**config.mk**
```make
export PLATFORM = sky130hd
export DESIGN_NAME = mem_access_ctrl
export DESIGN_NICKNAME = d
export VERILOG_FILES = /design/src/rtl/mem_ctrl_pkg.sv /design/src/rtl/mem_access_ctrl_load_extend.sv /design/src/rtl/mem_access_ctrl.sv
export SDC_FILE = /design/constraint.sdc
export NUM_CORES = 1
export LEC_CHECK = 0
export ABC_CLOCK_PERIOD_IN_PS = 2200
export BUFFER_PORTS_ARGS = -buffer_cell sky130_fd_sc_hd__clkbuf_2
export CAP_MARGIN = 20
export CELL_PAD_IN_SITES_DETAIL_PLACEMENT = 1
export CELL_PAD_IN_SITES_GLOBAL_PLACEMENT = 2
export CORE_AREA = 2 2 112 195
export CTS_CLUSTER_DIAMETER = 40
export DETAILED_ROUTE_END_ITERATION = 7
export DIE_AREA = 0 0 114 197
export GPL_ROUTABILITY_DRIVEN = 0
export PLACE_DENSITY_LB_ADDON = 0.1
export SKIP_LAST_GASP = 1
export SYNTH_ARGS = -nofsm -noshare
export SYNTH_HDL_FRONTEND = slang
export SYNTH_HIERARCHICAL = 1
export SYNTH_SLANG_ARGS = --single-unit
```
**constraint.sdc**
```tcl
create_clock -name clk -period 2.2 [get_ports clk]
set_input_delay 0.44 -clock clk [delete_from_list [all_inputs] [get_ports clk]]
set_output_delay 0.44 -clock clk [all_outputs]
set_load 0.005 [all_outputs]
```
**src/rtl/mem_ctrl_pkg.sv**
```systemverilog
// Shared definitions for the MEM-stage data-memory controller:
// FSM state encoding, RISC-V load/store funct3 codes, default bus timeout
// and the small size/lane helpers used by the controller.
package mem_ctrl_pkg;

  typedef enum logic [1:0] {
    ST_IDLE = 2'd0,
    ST_REQ  = 2'd1,
    ST_WAIT = 2'd2,
    ST_DONE = 2'd3
  } state_e;

  localparam logic [2:0] F3_B  = 3'b000;
  localparam logic [2:0] F3_H  = 3'b001;
  localparam logic [2:0] F3_W  = 3'b010;
  localparam logic [2:0] F3_BU = 3'b100;
  localparam logic [2:0] F3_HU = 3'b101;

  localparam int unsigned TIMEOUT_DEFAULT = 16;

  // Halfwords need an even address, words a 4-byte aligned address.
  function automatic logic is_misaligned(input logic [2:0] f3, input logic [1:0] lane);
    logic mis;
    mis = 1'b0;
    case (f3)
      F3_H, F3_HU: mis = lane[0];
      F3_W:        mis = (lane != 2'b00);
      default:     mis = 1'b0;
    endcase
    return mis;
  endfunction

  // Byte enables for an access of the given size starting at byte lane 'lane'.
  // Unknown size codes are treated as full-word accesses.
  function automatic logic [3:0] byte_enables(input logic [2:0] f3, input logic [1:0] lane);
    logic [3:0] be;
    case (f3)
      F3_B, F3_BU: be = 4'b0001 << lane;
      F3_H, F3_HU: be = 4'b0011 << lane;
      default:     be = 4'b1111;
    endcase
    return be;
  endfunction

endpackage

```
**src/rtl/mem_access_ctrl_load_extend.sv**
```systemverilog
// Load result extraction: picks the byte/halfword at the given lane of a
// read word and sign- or zero-extends it. Purely combinational so it can be
// shared with the MEM/WB forwarding path.
module load_extend
  import mem_ctrl_pkg::*;
(
  input  logic [31:0] rdata_i,
  input  logic [1:0]  lane_i,
  input  logic [2:0]  funct3_i,
  output logic [31:0] data_o
);

  logic [7:0]  byte_sel;
  logic [15:0] half_sel;

  // Lane selection; halfword lanes are 0 or 2, so lane[1] picks the half.
  always_comb begin
    case (lane_i)
      2'd0:    byte_sel = rdata_i[7:0];
      2'd1:    byte_sel = rdata_i[15:8];
      2'd2:    byte_sel = rdata_i[23:16];
      default: byte_sel = rdata_i[31:24];
    endcase
    half_sel = lane_i[1] ? rdata_i[31:16] : rdata_i[15:0];
  end

  // Extension by access size and signedness; words pass through.
  always_comb begin
    case (funct3_i)
      F3_B:    data_o = {{24{byte_sel[7]}}, byte_sel};
      F3_BU:   data_o = {24'h000000, byte_sel};
      F3_H:    data_o = {{16{half_sel[15]}}, half_sel};
      F3_HU:   data_o = {16'h0000, half_sel};
      default: data_o = rdata_i;
    endcase
  end

endmodule

```
**src/rtl/mem_access_ctrl.sv**
```systemverilog
// MEM-stage data-memory controller. Runs the load/store held in EX/MEM on a
// req/gnt/rvalid data bus, stalls the front of the pipeline until the access
// completes and delivers the extended load result for one cycle in DONE.
//
//   state | meaning
//   ------+------------------------------------------------------------
//   IDLE  | no access in flight; latch an aligned access from EX/MEM
//   REQ   | bus_req_o high with latched fields, waiting for bus_gnt_i
//   WAIT  | load granted, waiting for bus_rvalid_i
//   DONE  | one-cycle result/error strobe; pipeline advances this edge
//
// Only WIDTH = 32 is supported.
module mem_access_ctrl
  import mem_ctrl_pkg::*;
#(
  parameter int unsigned WIDTH   = 32,
  parameter int unsigned TIMEOUT = TIMEOUT_DEFAULT
) (
  input  logic             clk,
  input  logic             rst,
  input  logic             mem_read_i,
  input  logic             mem_write_i,
  input  logic [WIDTH-1:0] addr_i,
  input  logic [WIDTH-1:0] store_data_i,
  input  logic [2:0]       funct3_i,
  output logic             bus_req_o,
  output logic             bus_we_o,
  output logic [WIDTH-1:0] bus_addr_o,
  output logic [WIDTH-1:0] bus_wdata_o,
  output logic [3:0]       bus_be_o,
  input  logic             bus_gnt_i,
  input  logic             bus_rvalid_i,
  input  logic [WIDTH-1:0] bus_rdata_i,
  output logic             stall_o,
  output logic [WIDTH-1:0] load_data_o,
  output logic             load_valid_o,
  output logic             misalign_o,
  output logic             bus_err_o
);

  localparam int unsigned CNT_W = $clog2(TIMEOUT + 1);
  localparam logic [CNT_W-1:0] CNT_LAST = CNT_W'(TIMEOUT - 1);

  state_e           state_q, state_d;
  logic [WIDTH-1:0] addr_q, addr_d;
  logic [WIDTH-1:0] wdata_q, wdata_d;
  logic [3:0]       be_q, be_d;
  logic             we_q, we_d;
  logic [2:0]       funct3_q, funct3_d;
  logic [1:0]       lane_q, lane_d;
  logic [CNT_W-1:0] cnt_q, cnt_d;
  logic [WIDTH-1:0] load_data_q, load_data_d;
  logic             load_valid_q, load_valid_d;
  logic             bus_err_q, bus_err_d;

  logic             access;
  logic             misaligned;
  logic             start;
  logic             timeout_hit;
  logic [WIDTH-1:0] lane_wdata;
  logic [WIDTH-1:0] ext_data;

  // A load wins when both read and write are flagged.
  assign access      = mem_read_i | mem_write_i;
  assign misaligned  = is_misaligned(funct3_i, addr_i[1:0]);
  assign start       = (state_q == ST_IDLE) & access & ~misaligned;
  assign timeout_hit = (cnt_q == CNT_LAST);

  load_extend u_load_extend (
    .rdata_i  (bus_rdata_i),
    .lane_i   (lane_q),
    .funct3_i (funct3_q),
    .data_o   (ext_data)
  );

  // Store data replicated across all lanes; byte enables pick the live ones.
  always_comb begin
    case (funct3_i)
      F3_B:    lane_wdata = {4{store_data_i[7:0]}};
      F3_H:    lane_wdata = {2{store_data_i[15:0]}};
      default: lane_wdata = store_data_i;
    endcase
  end

  // FSM state register.
  always_ff @(posedge clk) begin
    if (rst) begin
      state_q <= ST_IDLE;
    end else begin
      state_q <= state_d;
    end
  end

  // Latched bus fields, timeout counter and DONE-cycle result registers.
  always_ff @(posedge clk) begin
    if (rst) begin
      addr_q       <= '0;
      wdata_q      <= '0;
      be_q         <= 4'b0000;
      we_q         <= 1'b0;
      funct3_q     <= 3'b000;
      lane_q       <= 2'b00;
      cnt_q        <= '0;
      load_data_q  <= '0;
      load_valid_q <= 1'b0;
      bus_err_q    <= 1'b0;
    end else begin
      addr_q       <= addr_d;
      wdata_q      <= wdata_d;
      be_q         <= be_d;
      we_q         <= we_d;
      funct3_q     <= funct3_d;
      lane_q       <= lane_d;
      cnt_q        <= cnt_d;
      load_data_q  <= load_data_d;
      load_valid_q <= load_valid_d;
      bus_err_q    <= bus_err_d;
    end
  end

  // Next state and next datapath values. Bus progress takes priority over
  // the timeout when both happen in the same cycle.
  always_comb begin
    state_d      = state_q;
    addr_d       = addr_q;
    wdata_d      = wdata_q;
    be_d         = be_q;
    we_d         = we_q;
    funct3_d     = funct3_q;
    lane_d       = lane_q;
    cnt_d        = cnt_q;
    load_data_d  = load_data_q;
    load_valid_d = 1'b0;
    bus_err_d    = 1'b0;

    case (state_q)
      ST_IDLE: begin
        if (start) begin
          state_d  = ST_REQ;
          addr_d   = {addr_i[WIDTH-1:2], 2'b00};
          we_d     = mem_write_i & ~mem_read_i;
          wdata_d  = (mem_write_i & ~mem_read_i) ? lane_wdata : '0;
          be_d     = byte_enables(funct3_i, addr_i[1:0]);
          funct3_d = funct3_i;
          lane_d   = addr_i[1:0];
          cnt_d    = '0;
        end
      end
      ST_REQ: begin
        if (bus_gnt_i) begin
          state_d = we_q ? ST_DONE : ST_WAIT;
          cnt_d   = cnt_q + 1'b1;
        end else if (timeout_hit) begin
          state_d     = ST_DONE;
          bus_err_d   = 1'b1;
          load_data_d = '0;
        end else begin
          cnt_d = cnt_q + 1'b1;
        end
      end
      ST_WAIT: begin
        if (bus_rvalid_i) begin
          state_d      = ST_DONE;
          load_data_d  = ext_data;
          load_valid_d = 1'b1;
        end else if (timeout_hit) begin
          state_d     = ST_DONE;
          bus_err_d   = 1'b1;
          load_data_d = '0;
        end else begin
          cnt_d = cnt_q + 1'b1;
        end
      end
      ST_DONE: begin
        state_d = ST_IDLE;
      end
      default: begin
        state_d = ST_IDLE;
      end
    endcase
  end

  // Combinational outputs: request strobe, pipeline stall, misalign flag.
  always_comb begin
    bus_req_o  = (state_q == ST_REQ);
    stall_o    = start | (state_q == ST_REQ) | (state_q == ST_WAIT);
    misalign_o = (state_q == ST_IDLE) & access & misaligned;
  end

  assign bus_we_o     = we_q;
  assign bus_addr_o   = addr_q;
  assign bus_wdata_o  = wdata_q;
  assign bus_be_o     = be_q;
  assign load_data_o  = load_data_q;
  assign load_valid_o = load_valid_q;
  assign bus_err_o    = bus_err_q;

endmodule

```
======== Yosys cells after proc, flatten, opt, wreduce, memory -nomap -nowiden ========
Cells that the tools add are included.
W data, S select, Z words.
storage, ports and cells
  latch bits .............................. 0
  bits in read-only memories .............. 0
  output and inout port bits .............. 106
  memories kept ........................... 0
  input port bits ......................... 105
  flip-flop bits (word level) ............. 113
  RAM bits ................................ 0
operators by class
  eq/ne operators ......................... 16
  bitwise operators ....................... 10
  divide/modulo/power cells ............... 0
  shift-type cells ........................ 2
  order comparisons ....................... 0
  multipliers ............................. 0
  $add $sub $neg .......................... 1
  mux-type cells .......................... 27
  reductions and logical operators ........ 13
operators by type and width
  cell                   count
  $mux W32               4
  $pmux W32 S2           2
  $pmux W32 S4           1
  $pmux W8 S3            1
  $mux W5                4
  $mux W16               1
  $pmux W5 S3            1
  $eq A3 B3 Y1 const B   4
  $mux W2                4
  $pmux W2 S4            1
  $pmux W4 S2            1
  $eq A2 B2 Y1 const B   3
  $eq A3 B1 Y1 const B   2
  $logic_not A3 Y1       2
  $ne A2 B2 Y1 const B   3
  $reduce_or A2 Y1       3
  $add A5 B1 Y5 const B  1
  $eq A5 B4 Y1 const B   1
  $mux W1                5
  $and A1 B1 Y1          4
  $eq A2 B1 Y1 const B   2
  $logic_not A2 Y1       2
  $pmux W1 S2            2
  $reduce_and A2 Y1      2
  8 further kinds        13

======== Longest topological paths before layout ========
Gate-level depths: netlist of the first run.
  depth in word-level cells ............... 7
  mapped depth ............................ 9
  depth with buffers taken out ............ 7

======== Modules after synthesis ========
Netlist of the first run, hierarchy kept.
by module, submodules not included
  module           area an instance (um^2)  cells each  times used  sequential area each (um^2)
  mem_access_ctrl  4804.6                   562         1           2262.2
  load_extend      969.7                    133         1           0.0

======== Worst setup path before layout of the first run ========
OpenSTA, ideal clock, no wires.
  kind .................................... register to output
  start ................................... reg state_q[0]
  end ..................................... out stall_o
  path slack .............................. 0.360 ns
  stages on the path, launching flop included .. 9
  arrival ................................. 1.400 ns
  path through ............................ dfxtp_1 inv_1 ha_1 buf_2 o21ai_0 nand3b_1 buf_4 buf_4 nand2_1
between the ends
  longest elaborated chain between the ends .. 5
  elaborated cells between the ends (all ways) .. 7
ends and longest elaborated chain
  item                         line                    source
  start, declared              mem_access_ctrl.sv:44   state_e state_q, state_d;
  start signal, assigned       mem_access_ctrl.sv:90   state_q <= state_d;
  $logic_not A2 Y1             mem_access_ctrl.sv:66   assign start = (state_q == ST_IDLE) & access & ~misaligned;
  $and A1 B1 Y1 (2 in series)  mem_access_ctrl.sv:66
  $or A1 B1 Y1                 mem_access_ctrl.sv:186  stall_o = start | (state_q == ST_REQ) | (state_q == ST_WAIT);
  $or A1 B1 Y1 *               mem_access_ctrl.sv:186
  end, declared                mem_access_ctrl.sv:34   output logic stall_o,
Mark *: on every way between the ends. The rest lies on a longest branch, timed or not.

======== Worst setup path after layout of the first run ========
Same ends and word-level chain as after synthesis.

==> results of run 1 <==
-- power breakdown --
| group | total [mW] | internal (mW) | switching, mW | leakage (nW) |
|---|---|---|---|---|
| combinational | 3.10 | 1.26 | 1.84 | 2.04 |
| sequential | 2.55 | 2.34 | 0.202 | 0.920 |
| clock | 2.92 | 1.90 | 1.02 | 0.298 |
| total | 8.57 | 5.50 | 3.06 | 3.25 |
-- layout make-up --
cell class                 count  area share
multi-input combinational    506       0.401
sequential                   113       0.294
timing repair buffer         241       0.176
clock inverter                11      0.0196
inverter                      14     0.00681
tap                          252      0.0409
clock buffer                  21      0.0623
-- state kept, by name, summed over array words and instances, names as in the netlist --
name,cells
cnt_q,5
bus_addr_o,30
load_data_o,32
bus_be_o,4
state_q,2
funct3_q,3
bus_we_o,1
lane_q,2
bus_err_o,1
bus_wdata_o,32
load_valid_o,1
-- worst paths after layout --
kind / start / end / depth (start not counted)
worst max register to register: lane_q[0] / load_data_o[9] / 6
worst max-delay path: state_q[0] / stall_o / 6
worst min-delay path: addr_i[22] / bus_addr_o[22] / 3
worst min register to register: bus_wdata_o[7] / bus_wdata_o[7] / 2
-- cells by family after synthesis --
family	Yosys count	synth area share
AO/OA/AOI/OAI	189	0.220
XOR/XNOR	1	0.00152
adder cells (fa/ha/maj)	6	0.0130
buffers and inverters	77	0.0780
flip-flops	113	0.392
multiplexers	35	0.0856
other	1	0.000649
AND/OR/NAND/NOR	273	0.210
-- worst min-delay path, cell delays in order --
cell,delay [ns]
sky130_fd_sc_hd__clkbuf_2,0.08
sky130_fd_sc_hd__nand2_1,0.04
sky130_fd_sc_hd__a21oi_1,0.05
-- what timing repair did --
item | CTS | global route
hold buffers | 0 | 0
setup endpoints to repair | 1 | 1
gates resized for setup | 4 | 4
setup buffers | 1 | 0
-- metrics by stage --
step	worst slack (ns)	std cells	hold WS [ns]	area [um^2]	utilization
after CTS	0.00939	1158	0.209	7700	0.369
final	0.118	1158	0.237	7710	0.370
after floorplan	0.360	696	0.448	5780	-
after global placement	0.174	1125	0.441	7050	0.338
after global routing	0.00942	1158	0.233	7710	0.370
after detailed placement	0.130	1125	0.447	7050	0.338
-- per-layer routing --
layer  up-vias  track usage  share of wire
li1       2851            -              -
met5         -            0              0
met3        25       0.0550          0.054
met1      2823        0.204           0.36
met4         0       0.0777          0.024
met2       158        0.368           0.56
-- placed cells by master (no fill, tap or decap), drive strengths merged, types with 4 or more instances in the layout --
cell type,n
clkbuf,228
nand2,125
dfxtp,113
a21oi,92
nor2,72
nand3,35
buf,34
a22oi,33
mux2,18
o22ai,17
nor2b,16
inv,14
mux2i,10
nor3,10
a311oi,9
o21ai,9
o2111ai,8
mux4,7
o221ai,7
ha,6
nand2b,5
clkinvlp,4
clkinv,4
==> summary.md, run 1 <==
| Metric | Value |
|---|---|
| Global route overflow | `0` |
| Outcome | `complete, no violations` |
| Cell type contributing the most total cell area after synthesis | `sky130_fd_sc_hd__dfxtp_1` |
| Share of the synthesized area in the top cell type | `0.392` |
| Top post-synthesis cells by count | `125 x sky130_fd_sc_hd__nand2_1, 113 x sky130_fd_sc_hd__dfxtp_1, 91 x sky130_fd_sc_hd__a21oi_1` |
| Critical path class | `reg -> out` |
| Worst hold path type | `in -> reg` |
| Synth unique cells | `56` |
| Horizontal die dimension | `approximately 110 um` |
| Global-route wire length before repair | `between 30 and 40 mm` |
| Clk sink count | `113` |
| Count of antenna-violating nets left after detailed routing | `0` |
| Root cell of the clock tree | `sky130_fd_sc_hd__clkbuf_16` |
| Dominant synthesized flop cell | `sky130_fd_sc_hd__dfxtp_1` |
| Netlist area before placement | `between 5000 and 6000 um^2` |
| Clock latency at the later pin of the worst-skew pair | `0.42 ns` |
| Pin count of the biggest net entering global routing | `a little under 80` |
| Vertical die dimension | `197 um` |
| Count of endpoints failing hold in the final timing report | `0` |
| Worst endpoint data arrival time | `approximately 1.6 ns` |
| RSZ-0062 raised after global routing | `no` |
| HPWL after detailed placement | `roughly 16 mm` |
| Number of pins with negative max-slew slack in the final report | `0` |
| Element type at the critical path end | `output port` |
| Via count | `about 5900` |
| DR vias/cell | `5.06` |
| Master of the slowest instance on the critical path | `sky130_fd_sc_hd__dfxtp_2` |
| Layout net count | `1004` |
| WP data required | `1.76 ns` |
| DRT Wirelength | `about 22 mm` |
| Number of detailed-route iterations in the first pass | `4` |
| Cells taking the most area after synthesis | `sky130_fd_sc_hd__dfxtp_1 39%, sky130_fd_sc_hd__nand2_1 8.1%, sky130_fd_sc_hd__a21oi_1 7.9%, sky130_fd_sc_hd__nor2_1 4.6%, sky130_fd_sc_hd__a22oi_1 3.6%` |
| Total die area | `around 22000 um^2` |
| DRC | `0` |
| Total power per unit cell area | `1110 nW/um^2` |
| Shortest period the worst path allows | `between 2 and 2.5 ns` |
| Cell family contributing the most delay on the critical path | `flip-flops` |
| Mean instance size in the synthesized netlist | `around 8.3 um^2` |
| Number of antenna violations at the first check in global routing | `0` |
| Worst-Margin Slew | `~0.56 ns` |
| Number of buffers inserted during clock tree synthesis | `17` |
| Share of synthesized area occupied by flip-flops and latches | `0.392` |
| CTS Buffer Depth | `2` |
| Highest clock frequency the design can meet | `480 MHz` |
| Startpoint kind of the worst setup timing path | `flip-flop` |
| Layout-stage area growth over the synthesis result | `33.6%` |
| I/O pins | `about 210` |
| Reg2reg setup slack | `about 0.23 ns` |
| Crit path buf inv count | `2` |
| Area of the placeable core | `about 21000 um^2` |
| Combined global-route utilization of all metal layers | `0.197` |
| Buffers on Ports | `roughly 210` |
| Combined area of the multi-input logic cells | `a little over 3000 um^2` |
| Endpoints failing setup | `0` |
| Initial standard-cell utilization of the core | `0.277` |
| Number of instances in the synthesized netlist | `roughly 700` |
| Reported leakage power | `~3.3 nW` |
| Number of levels the H-tree was split into | `4` |
| Number of enable flip-flop cells after synthesis | `0` |
| Critical path cell sequence | `inv_1 -> ha_4 -> o21ai_1 -> nand3b_1 -> nand2_2 -> clkbuf_2` |
| Proportion of layout cells with a drive suffix above 1 | `0.354` |
| Maximum single-stage delay on the critical path | `between 0.3 and 0.4 ns` |
| Most frequently used cell type in the post-synthesis netlist | `sky130_fd_sc_hd__nand2_1` |
| Vias in the first global route | `about 6300` |
| Worst setup skew after layout | `slightly below 0.01 ns` |
| Worst-path fanout max | `4` |
| Sequential cell area | `2260 um^2` |
| Period Utilization, post-route | `0.946` |
| TritonCTS clock tree | `yes` |
| Count of standard-cell rows | `70` |
| Total power draw | `between 8 and 9 mW` |
| Antenna Diode Count | `0` |
| Setup TNS | `0 ns` |
| Maxcap violations | `0` |
| Fillers | `between 2000 and 3000` |
| Relative slew slack | `0.622` |
| Routed wire per std cell | `roughly 19 um` |
| Ys async rst share | `0` |
| Number of warning messages in the yosys log | `6` |
| Worst IR drop on VDD | `about 0.52 mV` |
| Number of storage elements in the synthesis netlist | `roughly 110` |
| Count of routing violations after the opening detailed-route iteration | `between 300 and 400` |
| Clock-pin slew reported for the worst setup and hold paths after clock tree synthesis | `about 0.060 ns` |
No activity file was read; power rests on OpenSTA's default activity.
==> run 2, diff against run 1 <==
ABC_AREA = 1   (was default)
CORE_AREA = 2 2 115 201   (was 2 2 112 195)
DIE_AREA = 0 0 117 203   (was 0 0 114 197)
==> run 2 against run 1 <==
Compared with the run above: design area fell by 0.81%; via count up 8.0%; sequential cell count stayed put; critical endpoint unchanged; synthesized cell count up 21%; sequential power decreased by 8.6%; largest cell class unchanged; setup slack gained 0.035 ns; largest power group is now clock; maximum frequency is 1.7% higher; synthesized area fell by 1.8%; clock power is essentially flat.
==> summary.md, run 2 <==
| Metric | Value |
|---|---|
| Most frequently used cell type in the post-synthesis netlist | `sky130_fd_sc_hd__nand2_1` |
| Number of enable flip-flop cells after synthesis | `0` |
| Maxcap violations | `0` |
| Number of pins with negative max-slew slack in the final report | `0` |
| Number of storage elements in the synthesis netlist | `~110` |
| DR vias/cell | `between 4 and 5` |
| Cell type contributing the most total cell area after synthesis | `sky130_fd_sc_hd__dfxtp_1` |
| Netlist area before placement | `about 5700 um^2` |
| Cells taking the most area after synthesis | `sky130_fd_sc_hd__dfxtp_1 40%, sky130_fd_sc_hd__nand2_1 17%, sky130_fd_sc_hd__a21oi_1 9.9%, sky130_fd_sc_hd__nand3_1 9.8%, sky130_fd_sc_hd__o21ai_0 4.4%` |
| RSZ-0062 raised after global routing | `no` |
| Reg2reg path depth | `11` |
| Setup WS post-layout | `0.153 ns` |
| Count of routing violations after the opening detailed-route iteration | `approximately 290` |
| Setup TNS | `0 ns` |
| Via count | `approximately 6300` |
| Fraction of power spent switching nets | `0.333` |
| Beginning of the worst register-to-register path | `state_q[1]` |
| Root cell of the clock tree | `sky130_fd_sc_hd__clkbuf_16` |
| Number of levels the H-tree was split into | `4` |
| Endpoint of the lowest-slack register-to-register path | `bus_wdata_o[4]` |
| HP Start | `addr_i[11]` |
| Routed wire per std cell | `around 17 um` |
| Outcome | `complete, no violations` |
| Pin count of the biggest net entering global routing | `between 40 and 50` |
| Final Util | `0.347` |
| Number of antenna violations at the first check in global routing | `1` |
| Number of instances in the synthesized netlist | `840` |
| Period Utilization, post-route | `0.930` |
| Clock latency at the later pin of the worst-skew pair | `about 0.42 ns` |
| Comb pwr share | `0.273` |
| Endpoints failing setup | `0` |
| Number of warning messages in the yosys log | `6` |
| Count of antenna-violating nets left after detailed routing | `0` |
| Global route overflow | `0` |
| Total power per unit cell area | `about 950 nW/um^2` |
| Proportion of layout cells with a drive suffix above 1 | `0.282` |
| Clock-pin slew reported for the worst setup and hold paths after clock tree synthesis | `~0.06 ns` |
| Area of the placeable core | `~22000 um^2` |
| Dominant synthesized flop cell | `sky130_fd_sc_hd__dfxtp_1` |
| Count of endpoints failing hold in the final timing report | `0` |
| Worst-Margin Slew | `roughly 0.5 ns` |
| Fraction of power consumed by the clock network | `0.404` |
| CTS Buffer Depth | `2` |
| Vias in the first global route | `~6600` |
| Fillers | `2868` |
| Highest clock frequency the design can meet | `489 MHz` |
| Vertical die dimension | `203 um` |
| Shortest period the worst path allows | `2.05 ns` |
| Global-route wire length before repair | `between 30 and 40 mm` |
| Layout-stage area growth over the synthesis result | `35.0%` |
| Layout net count | `1151` |
| TritonCTS clock tree | `yes` |
| Reported leakage power | `around 3.5 nW` |
| Horizontal die dimension | `around 120 um` |
| I/O pins | `around 210` |
| Count of standard-cell rows | `72` |
| DRT Wirelength | `roughly 23 mm` |
| Worst slack, placed | `0.193 ns` |
| Critical path class | `reg -> out` |
| Mean instance size in the synthesized netlist | `6.75 um^2` |
| Worst endpoint data arrival time | `between 1.5 and 2 ns` |
| DRC | `0` |
| Most common cell after layout, fill and taps aside | `sky130_fd_sc_hd__nand2_1` |
| Worst hold path type | `in -> reg` |
| Sw power | `approximately 2.4 mW` |
| Number of hold buffers added after cts | `0` |
| Initial standard-cell utilization of the core | `0.257` |
| Worst Hold Slack | `~0.25 ns` |
| Most used cells in the layout excluding fill and tap cells | `264 x sky130_fd_sc_hd__nand2_1, 207 x sky130_fd_sc_hd__clkbuf_2, 113 x sky130_fd_sc_hd__dfxtp_1` |
| Reg2reg setup slack | `roughly 0.32 ns` |
| Total power draw | `between 7 and 8 mW` |
| WHS Endpoint | `bus_addr_o[11]` |
| Clk sink count | `~110` |
| Power share of the sequential group | `0.322` |
| Relative slew slack | `0.651` |
| Worst setup skew after layout | `between 0.009 and 0.01 ns` |
| Combined global-route utilization of all metal layers | `0.197` |
| Number of detailed-route iterations in the first pass | `4` |
| Worst-path fanout max | `7` |
| Number of buffers inserted to repair setup after CTS | `0` |
| Power Internal | `between 4 and 5 mW` |
| Element type at the critical path end | `output port` |
| Startpoint kind of the worst setup timing path | `flip-flop` |
| WP data required | `about 1.8 ns` |
| Worst Hold Depth | `3` |
| Total die area | `23800 um^2` |
| Synth unique cells | `33` |
| HPWL after detailed placement | `17.2 mm` |
| Share of synthesized area occupied by flip-flops and latches | `0.399` |
| Number of buffers inserted during clock tree synthesis | `17` |
| Worst IR drop on VDD | `about 0.68 mV` |
| Buffers on Ports | `208` |
| Ys async rst share | `0` |
| Share of the synthesized area in the top cell type | `0.399` |
| Top post-synthesis cells by count | `264 x sky130_fd_sc_hd__nand2_1, 113 x sky130_fd_sc_hd__dfxtp_1, 112 x sky130_fd_sc_hd__a21oi_1` |
run 2: cell count changes after synthesis, moves of 9 or more:
cell / delta
sky130_fd_sc_hd__nand2_1: +139
sky130_fd_sc_hd__nand3_1: +76
sky130_fd_sc_hd__o21ai_0: +43
sky130_fd_sc_hd__a22oi_1: -28
sky130_fd_sc_hd__a21oi_1: +21
sky130_fd_sc_hd__nor2_1: -21
sky130_fd_sc_hd__o22ai_1: -17
sky130_fd_sc_hd__mux2_2: -16
sky130_fd_sc_hd__nor2b_1: -16
sky130_fd_sc_hd__inv_1: +13
sky130_fd_sc_hd__clkbuf_1: +12
sky130_fd_sc_hd__mux2i_1: -10
sky130_fd_sc_hd__a311oi_1: -9
sky130_fd_sc_hd__nor3_1: -9
run 2: how the worst max path moves through the flow:
stage,end,start,slack [ns]
final,stall_o,state_q[1],0.15
after global routing,stall_o,state_q[1],0.004
after CTS,stall_o,state_q[0],0.02
after detailed placement,bus_wdata_o[4],funct3_i[0],0.19
after global placement,bus_wdata_o[3],funct3_i[0],0.23
after floorplan,stall_o,state_q[0],0.46
run 2: what timing repair did:
| action | CTS | global route |
|---|---|---|
| cloned | 0 | 0 |
| hold endpoints to repair | 0 | 0 |
| setup endpoints to repair | 2 | 2 |
| pin swaps | 0 | 0 |
| gates resized for setup | 2 | 4 |
run 2: cell type report:
type | instances | area, um^2 | share of cell area
inverters | 32 | 124 | 0.0162
clock buffers | 21 | 460 | 0.0602
well taps | 296 | 370 | 0.0484
flip-flops and latches | 113 | 2260 | 0.296
diodes | 1 | 2.50 | 0.000327
repair buffers | 235 | 1270 | 0.166
clock inverters | 10 | 159 | 0.0208
multi-input cells | 641 | 3000 | 0.392
run 2: per-layer routing:
layer | vias to the layer above | track usage | routed length [um] | part of all wire
met3 | 29 | 0.0546 | 1290 | 0.056
met5 | - | 0 | 0 | 0
met1 | 2962 | 0.205 | 8690 | 0.38
li1 | 3163 | - | - | -
met4 | 0 | 0.0903 | 664 | 0.029
met2 | 169 | 0.357 | 12200 | 0.53
run 2: per-stage QoR:
stage          cells  area, um^2
6_report        1349        7650
5_1_grt         1349        7650
4_1_cts         1348        7640
3_5_place_dp    1317        7010
3_3_place_gp    1317        7010
2_1_floorplan    841        5670
run 2: logic make-up after synthesis:
group,count (synthesis),synth area share
AOI/OAI and AO/OA,173,0.157
DFF,113,0.399
other,1,0.000662
buffers and inverters,87,0.0755
adders and majority gates,6,0.0132
and+or+nand+nor,460,0.354
run 2: power by group through the flow:
stage	combinational [mW]	clock (mW)	sequential, mW
global route	2.23	3.09	2.36
CTS	2.01	3.01	2.33
floorplan	1.21	0	2.36
detailed placement	1.99	0	2.38
finish	1.98	2.93	2.33
global placement	1.99	0	2.37
run 2: critical path, stage by stage (launching register included):
cell and delay, ns:
sky130_fd_sc_hd__dfxtp_1 0.33, sky130_fd_sc_hd__inv_1 0.13, sky130_fd_sc_hd__ha_4 0.17, sky130_fd_sc_hd__inv_2 0.06, sky130_fd_sc_hd__nor2_4 0.13, sky130_fd_sc_hd__nand3_4 0.13
sky130_fd_sc_hd__nand2_1 0.11, sky130_fd_sc_hd__clkbuf_2 0.13
